--- config.mk ---
export PLATFORM = sky130hd
export DESIGN_NAME = multicycle_cu
export DESIGN_NICKNAME = d
export VERILOG_FILES = /design/src/rtl/multicycle_cu.sv
export SDC_FILE = /design/constraint.sdc
export NUM_CORES = 1
export LEC_CHECK = 0
export CAP_MARGIN = 25
export CORE_ASPECT_RATIO = 1.75
export CORE_MARGIN = 5
export CORE_UTILIZATION = 35
export DETAILED_ROUTE_END_ITERATION = 7
export PLACE_DENSITY = 0.66
export SKIP_CTS_REPAIR_TIMING = 1
export SYNTH_ARGS = -nofsm -noshare
export SYNTH_HDL_FRONTEND = slang
export SYNTH_SLANG_ARGS = --single-unit
--- constraint.sdc ---
create_clock -name clk -period 2.4 [get_ports clk]
set_input_delay 0.6 -clock clk [delete_from_list [all_inputs] [get_ports clk]]
set_output_delay 0.6 -clock clk [all_outputs]
set_load 0.005 [all_outputs]
--- src/rtl/multicycle_cu.sv ---
// Main control FSM for the multi-cycle RV32I datapath: sequences FETCH, DECODE,
// EXEC, MEM and WB, drives ALU/datapath controls and handles memory handshakes.
module multicycle_cu #(
    parameter int unsigned MEM_TIMEOUT = 16
) (
    input  logic       clk,
    input  logic       rst_n,
    input  logic [6:0] opcode,
    input  logic       branch_taken,
    input  logic       imem_ready,
    input  logic       dmem_ready,
    output logic       imem_req,
    output logic       ir_write,
    output logic       dmem_req,
    output logic       dmem_we,
    output logic [2:0] aluop,
    output logic [1:0] alu_src_a,
    output logic       alu_src_b,
    output logic       reg_write,
    output logic       wb_sel,
    output logic       pc_write,
    output logic [1:0] pc_sel,
    output logic       retire,
    output logic       fault,
    output logic [2:0] state
);

    localparam logic [2:0] R_TYPE = 3'd0;
    localparam logic [2:0] I_TYPE = 3'd1;
    localparam logic [2:0] LOAD   = 3'd2;
    localparam logic [2:0] STORE  = 3'd3;
    localparam logic [2:0] BRANCH = 3'd4;
    localparam logic [2:0] JUMP   = 3'd5;
    localparam logic [2:0] U_TYPE = 3'd6;
    localparam logic [2:0] NOP    = 3'd7;

    localparam int CW = (MEM_TIMEOUT > 1) ? $clog2(MEM_TIMEOUT) : 1;

    typedef enum logic [2:0] {
        RST    = 3'd0,
        FETCH  = 3'd1,
        DECODE = 3'd2,
        EXEC   = 3'd3,
        MEM    = 3'd4,
        WB     = 3'd5,
        FAULT  = 3'd6
    } state_t;

    typedef enum logic [3:0] {
        C_R, C_I, C_LOAD, C_STORE, C_BRANCH, C_JAL, C_JALR, C_LUI, C_AUIPC, C_ILL
    } cls_t;

    state_t         cur, nxt;
    cls_t           dec_cls, cls_q;
    logic [CW-1:0]  cnt;
    logic           waiting;
    logic           tmo_hit;
    logic [2:0]     ex_aluop;
    logic [1:0]     ex_a;
    logic           ex_b;

    always_comb begin
        dec_cls = C_ILL;
        case (opcode)
            7'b0110011: dec_cls = C_R;
            7'b0010011: dec_cls = C_I;
            7'b0000011: dec_cls = C_LOAD;
            7'b0100011: dec_cls = C_STORE;
            7'b1100011: dec_cls = C_BRANCH;
            7'b1101111: dec_cls = C_JAL;
            7'b1100111: dec_cls = C_JALR;
            7'b0110111: dec_cls = C_LUI;
            7'b0010111: dec_cls = C_AUIPC;
            default:    dec_cls = C_ILL;
        endcase
    end

    // ALU setup is derived from the class latched in DECODE so it stays stable through MEM/WB
    always_comb begin
        ex_aluop = NOP;
        ex_a     = 2'd0;
        ex_b     = 1'b0;
        case (cls_q)
            C_R:      begin ex_aluop = R_TYPE; ex_a = 2'd0; ex_b = 1'b0; end
            C_I:      begin ex_aluop = I_TYPE; ex_a = 2'd0; ex_b = 1'b1; end
            C_LOAD:   begin ex_aluop = LOAD;   ex_a = 2'd0; ex_b = 1'b1; end
            C_STORE:  begin ex_aluop = STORE;  ex_a = 2'd0; ex_b = 1'b1; end
            C_BRANCH: begin ex_aluop = BRANCH; ex_a = 2'd0; ex_b = 1'b0; end
            C_JAL:    begin ex_aluop = JUMP;   ex_a = 2'd1; ex_b = 1'b0; end
            C_JALR:   begin ex_aluop = JUMP;   ex_a = 2'd1; ex_b = 1'b0; end
            C_LUI:    begin ex_aluop = U_TYPE; ex_a = 2'd2; ex_b = 1'b1; end
            C_AUIPC:  begin ex_aluop = U_TYPE; ex_a = 2'd1; ex_b = 1'b1; end
            default:  begin ex_aluop = NOP;    ex_a = 2'd0; ex_b = 1'b0; end
        endcase
    end

    assign waiting = ((cur == FETCH) && !imem_ready) || ((cur == MEM) && !dmem_ready);
    assign tmo_hit = (MEM_TIMEOUT != 0) && (cnt == CW'(MEM_TIMEOUT - 1));

    always_ff @(posedge clk or negedge rst_n) begin
        if (!rst_n) begin
            cur   <= RST;
            cnt   <= '0;
            cls_q <= C_ILL;
        end else begin
            cur <= nxt;
            // a state change always lands in a fresh wait window (covers MEM->FETCH for stores)
            if (nxt != cur)
                cnt <= '0;
            else if (waiting)
                cnt <= cnt + 1'b1;
            if (cur == DECODE)
                cls_q <= dec_cls;
        end
    end

    always_comb begin
        nxt       = cur;
        imem_req  = 1'b0;
        ir_write  = 1'b0;
        dmem_req  = 1'b0;
        dmem_we   = 1'b0;
        aluop     = NOP;
        alu_src_a = 2'd0;
        alu_src_b = 1'b0;
        reg_write = 1'b0;
        wb_sel    = 1'b0;
        pc_write  = 1'b0;
        pc_sel    = 2'd0;
        retire    = 1'b0;
        fault     = 1'b0;
        case (cur)
            RST: nxt = FETCH;
            FETCH: begin
                imem_req = 1'b1;
                ir_write = imem_ready;
                if (imem_ready)
                    nxt = DECODE;
                else if (tmo_hit)
                    nxt = FAULT;
            end
            DECODE: nxt = (dec_cls == C_ILL) ? FAULT : EXEC;
            EXEC: begin
                aluop     = ex_aluop;
                alu_src_a = ex_a;
                alu_src_b = ex_b;
                if (cls_q == C_BRANCH) begin
                    pc_write = 1'b1;
                    pc_sel   = {1'b0, branch_taken};
                    retire   = 1'b1;
                    nxt      = FETCH;
                end else if (cls_q == C_LOAD || cls_q == C_STORE) begin
                    nxt = MEM;
                end else begin
                    nxt = WB;
                end
            end
            MEM: begin
                aluop     = ex_aluop;
                alu_src_a = ex_a;
                alu_src_b = ex_b;
                dmem_req  = 1'b1;
                dmem_we   = (cls_q == C_STORE);
                if (dmem_ready) begin
                    if (cls_q == C_STORE) begin
                        pc_write = 1'b1;
                        retire   = 1'b1;
                        nxt      = FETCH;
                    end else begin
                        nxt = WB;
                    end
                end else if (tmo_hit) begin
                    nxt = FAULT;
                end
            end
            WB: begin
                aluop     = ex_aluop;
                alu_src_a = ex_a;
                alu_src_b = ex_b;
                reg_write = 1'b1;
                pc_write  = 1'b1;
                retire    = 1'b1;
                wb_sel    = (cls_q == C_LOAD);
                if (cls_q == C_JAL)
                    pc_sel = 2'd1;
                else if (cls_q == C_JALR)
                    pc_sel = 2'd2;
                nxt = FETCH;
            end
            FAULT: fault = 1'b1;
            default: nxt = RST;
        endcase
    end

    assign state = cur;

endmodule
== Yosys cells after proc, flatten, opt, wreduce, memory -nomap -nowiden ==
Memory sizes are Yosys's and may differ from the RTL's.
Index checks and enable logic that the tools add are counted.

* Memories: 1
* Input port bits: 12
* Memory bits (read-only): 96
* Logic and storage cells: 67
* Register bits after elaboration: 11
* Output and inout port bits: 20

{| class="wikitable"
|+ Memories
! name !! words !! width !! rd ports !! clocked after Yosys merged registers in !! wr ports !! RTL line !! source
|-
| (name not given) || 16 || 6 || 1 || 0 || 0 || 83 || <nowiki>case (cls_q)</nowiki>
|}

* Reduce and logical (&&, ||, !) cells: 10
* Eq/ne operators: 23
* Muxes and demuxes: 29
* Add/subtract/negate cells: 1

{| class="wikitable"
|+ Operators with widths
! kind !! count
|-
| $pmux W4 S9 || 1
|-
| $eq A7 B6 Y1 const B || 3
|-
| $eq A7 B7 Y1 const B || 3
|-
| $mux W3 || 7
|-
| $pmux W3 S6 || 1
|-
| $eq A7 B5 Y1 const B || 2
|-
| $mux W1 || 13
|-
| $eq A4 B3 Y1 const B || 3
|-
| $eq A3 B3 Y1 const B || 3
|-
| $eq A4 B2 Y1 const B || 2
|-
| $eq A4 B4 Y1 const B || 2
|-
| $mux W4 || 2
|-
| $eq A7 B2 Y1 const B || 1
|-
| $eq A3 B2 Y1 const B || 2
|-
| $mux W2 || 3
|-
| $add A4 B1 Y4 const B || 1
|-
| $pmux W2 S2 || 1
|-
| $eq A3 B1 Y1 const B || 1
|-
| $logic_not A3 Y1 || 1
|-
| $ne A3 B3 Y1 || 1
|-
| $pmux W1 S3 || 1
|-
| $reduce_or A3 Y1 || 1
|-
| $logic_and A1 B1 Y1 || 2
|-
| $logic_not A1 Y1 || 2
|-
| other kinds (3) || 4
|}

== Depth between registers and ports, before layout ==
Gate-level depths: netlist of run 1.

* Word-level depth: 7
* Gate-level depth with buffers: 7

== Least setup slack after synthesis of run 1 ==
No wires, ideal clock.

* Kind: register -> output
* Start point: register cls_q[0]
* End point: output retire
* Data required time: 1.800 ns
* Data arrival time: 1.442 ns
* Path buffers: 1
* Cell stages (with the launch flop): 6
* Path slack: 0.358 ns
* Cell sequence: dfstp_2 ha_1 nor4bb_1 o21ai_0 o21ai_0 buf_4

* Longest elaborated chain between the ends: 4
* Elaborated cells between the ends (all ways): 6
* Classes of those cells: eq/ne: 2; mux: 4

{| class="wikitable"
|+ Ends and longest elaborated chain
! what !! RTL line !! source
|-
| start: declaration || 54 || <nowiki>cls_t dec_cls, cls_q;</nowiki>
|-
| start signal: assignment || 113 || <nowiki>cls_q <= dec_cls;</nowiki>
|-
| $eq A4 B2 Y1 || 165 || <nowiki>if (cls_q == C_STORE) begin</nowiki>
|-
| $mux W1 (2 in a row) || -- ||
|-
| $pmux W1 S3 * || -- ||
|-
| end: declaration || 23 || <nowiki>output logic retire,</nowiki>
|}

Every way passes the cells marked *; elsewhere a longest branch is shown, timed or not.

== Final worst setup path of run 1 ==
* Start point: register cur[2] (netlist: state[2])
* End point: output ir_write

* Longest elaborated chain between the ends: 2

{| class="wikitable"
|+ Ends and longest elaborated chain
! what !! RTL line !! source
|-
| start: declaration || 53 || <nowiki>state_t cur, nxt;</nowiki>
|-
| start signal: assignment || 106 || <nowiki>cur <= nxt;</nowiki>
|-
| $eq A3 B1 Y1 || 132 || <nowiki>case (cur)</nowiki>
|-
| $mux W1 || 132 ||
|-
| end: declaration || 13 || <nowiki>output logic ir_write,</nowiki>
|}

Every way passes these cells.

==> impl_results.md, run 1 <==
* Clk_lat worst skew at 0.24 ns
* Largest net degree at the start of global routing at 15
* Seq/Total Area, Yosys at 24.8%
* Final Hold Viols at 0
* DRT Wirelength at 3240 um
* Synth Cell Area at 0.00112 mm^2
* Top FF cell, synth: dfrtp_1
* Global-route wire length before repair at 5060 um
* Drt initial violations at 15
* Commonest non-fill, non-tap cells in the layout: 20 x clkdlybuf4s50_1, 20 x buf_4, 16 x nor2_1
* Min-Delay Path Class: register to register
* Initial Util at 36.1%
* Critical path's top delay family: buffers and inverters
* Mean number of vias per cell at 5.24
* Final setup fails at 0
* # H-tree levels at 1
* Number of synthesized flops with an enable pin at 0
* Cell breakdown of the critical path: buf_4, nand2b_4, nor2_1, and2_1, clkdlybuf4s50_1
* # diodes at 0
* PwrDens at 875 mW/mm^2
* Startpoint of the worst hold path: cnt[0]
* Avg Cell Area, Syn at 7.89 um^2
* DRC Markers at 0
* Setup WS pre-CTS at -0.391 ns
* Vias at 1222
* Clock sink count at 11
* Kind of critical path: register to output port
* Post-Synth Simple-Gate Area at 35.0%
* Reg area at 279 um^2
* I/O Pins at 32
* Critical Path Start: state[2]
* Status: complete, no violations
* Setup Skew at 0.00936 ns
* Synth area leader: dfrtp_1
* Routed wire per std cell at 13.9 um
* Largest stage delay, worst path at 0.50 ns
* Cell count after placement at 225
* Worst R2R Start: cls_q[0]
* Met2 wire len at 1800 um
* Max Slew Vio Count at 0
* Site row count at 27
* Final #Nets at 209
* Syn-to-layout area delta at 53.6%
* FMAX at 0.427 GHz
* Post-route setup TNS at 0 ns
* CP Capture Type: output port
* Inserted Clock Buffers at 3
* GP Congestion at 0.853
* Yosys top cell area share at 20.1%
* Area contributors post-synth: dfrtp_1 20%, ha_1 6.7%, nor2_1 5.7%, nor3_1 4.9%, dfstp_2 4.7%
* HPWL after DPL at 2510 um
* DR top layer: met4
* Slowest CP cell: clkdlybuf4s50_1
* WP data required at 1.80 ns
* Mux share of post-synthesis cell area at 1.79%
* Dominant combinational cell family by area after synthesis: simple AND/OR/NAND/NOR gates
* Root buf cell: clkbuf_8
* Initial antenna violation count at 0
* Fin util at 55.4%
* PnR worst setup slack at 0.0555 ns
* Multi-input logic area at 837 um^2
* Met3 wire len at 119 um
* Vias in the first global route at 1173
* CTS max path bufs at 2
* Synth cell types at 51
* DRT met1 WL at 1230 um
* Leak at 0.000811 uW
* Maxcap violations at 0
* Adder-Cell Fraction of Synth Area at 6.70%
* Net Count, Synth at 160
* WP data arrival at 1.74 ns
* GRT Util Overall at 14.4%
* Die footprint at 0.00448 mm^2
* Synth Instances at 142
* Worst-path maximum fanout at 6
* Antenna viol nets, final at 0
* Die X-Extent at 52.8 um
* Finished Layout Cells at 233
* Compound-Gate Fraction of Synth Area at 23.3%
* CTS tree: built
* FF+latch count, synth at 11
* Total gr overflow at 0
* Asr flop ratio synth at 100%
* CTS clk-pin slew, worst paths at 0.06 ns
* XOR/XNOR Fraction of Synth Area at 3.13%
* Core Area at 0.00311 mm^2
* Die Y at 84.9 um
* Final Cycle Share at 97.7%
* Layout cell share with drive strength beyond 1 at 25.8%
* Slew @ Worst Pin at 0.530 ns
* I/O Buffers at 31
* Synth warnings at 0
* Slew HR at 64.6%
* DR pass1 iterations at 4
* Worst VDD drop at 0.400 mV
* Buffers & Inverters on Critical Path at 2
* # fillers at 306
* Type of origin of the critical path: register
* Fin crit period at 2.34 ns
## sequential cells by signal, summed over array words and instances (netlist names)
| register | cells |
|---|---|
| cls_q | 4 |
| cnt | 4 |
| state | 3 |
## cells in the mapped netlist, types with 3 or more instances
library cell,instances
nor3_1,11
dfrtp_1,9
a21oi_1,9
o21ai_0,6
xnor2_1,3
nand2_1,11
nand2b_1,6
buf_4,3
nor2b_1,4
inv_1,4
ha_1,6
a31oi_1,5
nor2_1,17
## path summary, 6_finish.rpt
| kind | depth (start not counted) | to | slack (ns) |
|---|---|---|---|
| setup / recovery | 5 | ir_write | 0.06 |
| hold / removal | 2 | cnt[0] | 0.59 |
| setup reg to reg | 7 | cnt[1] | 0.50 |
| hold reg to reg | 2 | cnt[0] | 0.59 |
| max in group asynchronous | 1 | state[0] | 1.30 |
| min in group asynchronous | 1 | cnt[3] | 0.71 |
## worst register-to-register path: stages, from the launching register on
cell and delay (ns):
dfstp_2 0.56, ha_2 0.20, buf_4 0.12, nor2_1 0.05, o31ai_1 0.19, o21ai_0 0.15, mux2i_1 0.37, nor3_1 0.12
## power by group
part           leakage, uW  switching (uW)  total [uW]  internal (uW)
clock network    0.0000228            72.5         189            117
registers         0.000140            83.6         331            248
logic             0.000648             486         986            500
## routing by layer
layer,track usage [%],vias up
li1,-,612
met1,15.5,571
met4,6.98,0
met2,26.6,31
met5,0,-
met3,1.41,8
## kinds of logic after synthesis
| group | Yosys count |
|---|---|
| and+or+nand+nor | 69 |
| adders and majority gates | 6 |
| buffers and inverters | 12 |
| muxes | 2 |
| xor gates and xnor gates | 4 |
| DFF | 11 |
| AOI/OAI and AO/OA | 38 |
## area by class of cell
type,instances,share of cell area (%)
clock buffers,4,2.62
well taps,43,3.13
inverters,5,1.09
flip-flops and latches,11,16.2
repair buffers,51,28.3
multi-input cells,119,48.6
## per-stage QoR
stage / hold WS (ns) / total power (uW) / area, um^2
2_1_floorplan: 0.304 / 842 / 1120
3_3_place_gp: 0.528 / 1200 / 1570
3_5_place_dp: 0.548 / 1220 / 1570
4_1_cts: 0.554 / 1410 / 1610
5_1_grt: 0.610 / 1610 / 1720
6_report: 0.589 / 1510 / 1720
Note: power is estimated with default switching activity, not from simulation.
==> run 2, diff against run 1 <==
--- a/config.mk
+++ b/config.mk
@@ -10,6 +10,7 @@
 export CORE_MARGIN = 5
 export CORE_UTILIZATION = 35
 export DETAILED_ROUTE_END_ITERATION = 7
+export GPL_ROUTABILITY_DRIVEN = 0
 export PLACE_DENSITY = 0.66
 export SKIP_CTS_REPAIR_TIMING = 1
 export SYNTH_ARGS = -nofsm -noshare
==> results of run 2 <==
The final DEF is identical to that of run 1; final timing and power are the same.
==> edit 1: new RTL, config.mk and constraints of run 2 <==
Register the output `fault`, without a reset; this adds one clock of latency there. The other outputs are not delayed to match.
--- a/src/rtl/multicycle_cu.sv
+++ b/src/rtl/multicycle_cu.sv
@@ -51,4 +51,6 @@
     } cls_t;
 
+    logic fault_d;
+
     state_t         cur, nxt;
     cls_t           dec_cls, cls_q;
@@ -129,5 +131,5 @@
         pc_sel    = 2'd0;
         retire    = 1'b0;
-        fault     = 1'b0;
+        fault_d   = 1'b0;
         case (cur)
             RST: nxt = FETCH;
@@ -188,5 +190,5 @@
                 nxt = FETCH;
             end
-            FAULT: fault = 1'b1;
+            FAULT: fault_d = 1'b1;
             default: nxt = RST;
         endcase
@@ -195,3 +197,7 @@
     assign state = cur;
 
+    always_ff @(posedge clk) begin
+        fault <= fault_d;
+    end
+
 endmodule
Check against the original RTL: not equivalent (Yosys sat finds a counterexample within 4 cycles, from zero or initial values and one cycle with rst_n low).
==> edit 1 against run 2 <==
Sequential cell count up 1. Non-clock buffer count is 3 lower. Critical endpoint unchanged. Critical path depth shrank 2. Critical path type is now in2out. Power rose by 1.8%. Sequential share of layout area rose by 1.4 points. Clock skew decreased by 0.0082 ns. Final area shrank 1.6%. Area after synthesis grew 0.11%. Wire length shrank 4.6%. Worst setup slack gained 0.033 ns.
==> edit 1: results <==
[setup_path]
reg2regPathDepth = 6
crit_fanout = 3
arrival_ns = 1.71

[clock_network]
path_clk_slew_ns = 0.05
clk_latency_ns = 0.24

[final_layout]
buffer_area_frac = 0.2784
layout.nets = 204
drive_above_1_share = 0.2541
num-multi-input-gates = 114
seq_cells = 12
nFillCells = 312
clk_share = 0.03250
inv_count = 7
multi_input_area_share = 0.4660
clock_buffers = 4
seq-cell-share = 0.1758
buffers = 48

[place]
dp_hpwl_mm = 2.549
io_buffers = 31
placed_cells = 223
pre_cts_slack_ns = -0.2012

[detailed_routing]
wl_met1_mm = 1.132
dr_wl_met2_mm = 1.708
viasPerCell = 5.342
dr_wl_met3_um = 137
drt_iter0_drc = 42
wl_mm = 3.092
avgRoutedWirePerCell_um = 13.56

[timing]
fin_skew_ns = 0.001188
setup_viol = 0
worst_slew_pin_slew_ns = 0.4897

[synthesis]
async_flop_share = 0.9167
ys_seq_area_frac = 0.2653
synth_cell_type_count = 53
synth_common_cells = nor2_1, nand2_1, a21oi_1, dfrtp_1, inv_1
synth_area_leaders = dfrtp_1, nor2_1, ha_1
synth_cells = 142

[global_route]
grt_max_degree = 14
grt_pass1_vias = 1273
grt_pass1_wl_mm = 5.361
grtUsageTotal = 0.1533
met3_usage = 0.01933
use_met2 = 0.2805
grt_use_met1 = 0.1606

[hold_path]
min_path_type = reg2reg

[pwr]
p_leak_uw = 0.0008100
ir_drop_uv = 414.3

[outcome]
outcome = complete, no violations
-- edit 1: path summary, 6_finish.rpt --
kind / from / slack, ns / endpoint
max: imem_ready / 0.09 / ir_write
min: cnt[3]$_DFFE_PN0P_ / 0.57 / cnt[3]$_DFFE_PN0P_
max reg2reg: cnt[0]$_DFFE_PN0P_ / 0.63 / cnt[1]$_DFFE_PN0P_
min reg2reg: cnt[3]$_DFFE_PN0P_ / 0.57 / cnt[3]$_DFFE_PN0P_
max in group asynchronous: rst_n / 1.36 / cls_q[0]$_DFFE_PN1P_
min in group asynchronous: rst_n / 0.69 / cnt[2]$_DFFE_PN0P_
-- edit 1: per-stage QoR --
stage / total power, uW / hold WS (ns) / cell area, um2
floorplan: 875.4 / 0.3044 / 1122
global placement: 1232 / 0.5386 / 1555
detailed placement: 1248 / 0.5524 / 1555
CTS: 1475 / 0.5690 / 1610
global route: 1657 / 0.5986 / 1694
finish: 1533 / 0.5659 / 1694
-- edit 1: logic make-up (layout without fill, tap and decap cells) --
kind of cell / after synthesis / after routing / share of synthesized area
adders and majority gates: 6 / 6 / 0.06689
AOI/OAI and AO/OA: 39 / 39 / 0.2509
xor gates and xnor gates: 4 / 4 / 0.03122
DFF: 12 / 12 / 0.2653
muxes: 1 / 1 / 0.008919
and+or+nand+nor: 64 / 64 / 0.3077
buffers and inverters: 16 / 59 / 0.06912
-- edit 1: where the power goes --
part / switching, uW / internal, uW / total [uW] / leakage (uW)
combinational: 475 / 491 / 966 / 0.000633
sequential: 75.5 / 271 / 347 / 0.000148
clock: 76.2 / 145 / 221 / 0.0000288
-- edit 1: worst max-delay path: stages --
cell,delay [ns]
clkdlybuf4s50_1,0.48
and2_2,0.14
clkdlybuf4s50_1,0.49
==> edit 2: new RTL, flow settings as in run 2 <==
Made on the original files. The parameter `MEM_TIMEOUT` goes from 16 to 8.
--- a/src/rtl/multicycle_cu.sv
+++ b/src/rtl/multicycle_cu.sv
@@ -2,5 +2,5 @@
 // EXEC, MEM and WB, drives ALU/datapath controls and handles memory handshakes.
 module multicycle_cu #(
-    parameter int unsigned MEM_TIMEOUT = 16
+    parameter int unsigned MEM_TIMEOUT = 8
 ) (
     input  logic       clk,
Formal check against the unedited RTL: not equivalent (Yosys sat finds a counterexample within 10 cycles, from zero or initial values and one cycle with rst_n low).
==> edit 2 against run 2 <==
Worst setup slack better by 0.010 ns. Utilization shrank 1.3 points. Non-clock buffer count shrank 3. Register-to-register slack got worse by 0.08 ns. Wire length decreased by 15%. Via count decreased by 7.9%. Sequential power barely moved. Synthesized cell count shrank 6.3%. Sequential cell count fell by 1. Final area down 8.1%. First-iteration DRC count fell by 33%. Area after synthesis fell by 4.7%. Power is 1.6% lower. Highest routed layer unchanged.
==> edit 2: results <==
[final_layout]
drive_above_1_share = 0.1932
nFillCells = 287

[setup_path]
regToRegEndpoint = cnt[0]$_DFFE_PN0P_
rr_startpoint = cls_q[1]$_DFFE_PN0P_
crit_fanout = 9
cp-startpoint = state[0]$_DFF_PN0_

[place]
placedInstanceArea_um2 = 1461

[synthesis]
synth_top_area_share = 0.1874
synth_common_cells = nor2_1, o21ai_0, nand2_1
synth_area_leaders = dfrtp_1, ha_1, o21ai_0
synth-xor-area-share = 0.01639
syn-num-nets = 152
synth_compound_gate_area_share = 0.2553

[hold_path]
hold_path_end = cnt[2]$_DFFE_PN0P_
hold_start = cnt[2]$_DFFE_PN0P_

[timing]
max-slew-margin-rel = 0.7113
fin_skew_ns = 0.005559

[detailed_routing]
vias = 1125
drt_iter0_drc = 10
dr_wl_met3_um = 106
avgRoutedWirePerCell_um = 13.45

[global_route]
grtUsageTotal = 0.1250
use_met2 = 0.2251
met3_usage = 0.01434
grt_use_met1 = 0.1460

[outcome]
outcome = complete, no violations

[pwr]
ir_drop_uv = 456.5
intPower_uw = 884.3
powerComb_uw = 979
p_leak_uw = 0.0007643
==> edit 2: metrics by stage <==
| stage | power, uW | std cells | hold slack, ns | worst slack [ns] | TNS, ns |
|---|---|---|---|---|---|
| 4_1_cts | 1445 | 201 | 0.5440 | -0.2000 | -1.254 |
| 5_1_grt | 1612 | 204 | 0.5615 | 0.007840 | 0 |
| 3_3_place_gp | 1248 | 197 | 0.5112 | -0.1237 | -0.1237 |
| 6_report | 1483 | 204 | 0.5394 | 0.06556 | 0 |
| 2_1_floorplan | 893.5 | 133 | 0.3044 | 0.4004 | 0 |
| 3_5_place_dp | 1264 | 197 | 0.5334 | -0.1539 | -0.1539 |
==> edit 2: final cells by class <==
class / count / area (um2) / share of cell area
timing repair buffer: 48 / 460.4 / 0.2909
clock buffer: 4 / 45.04 / 0.02846
multi-input combinational: 109 / 769.5 / 0.4862
tap: 28 / 35.03 / 0.02213
sequential: 10 / 254.0 / 0.1605
inverter: 5 / 18.77 / 0.01186
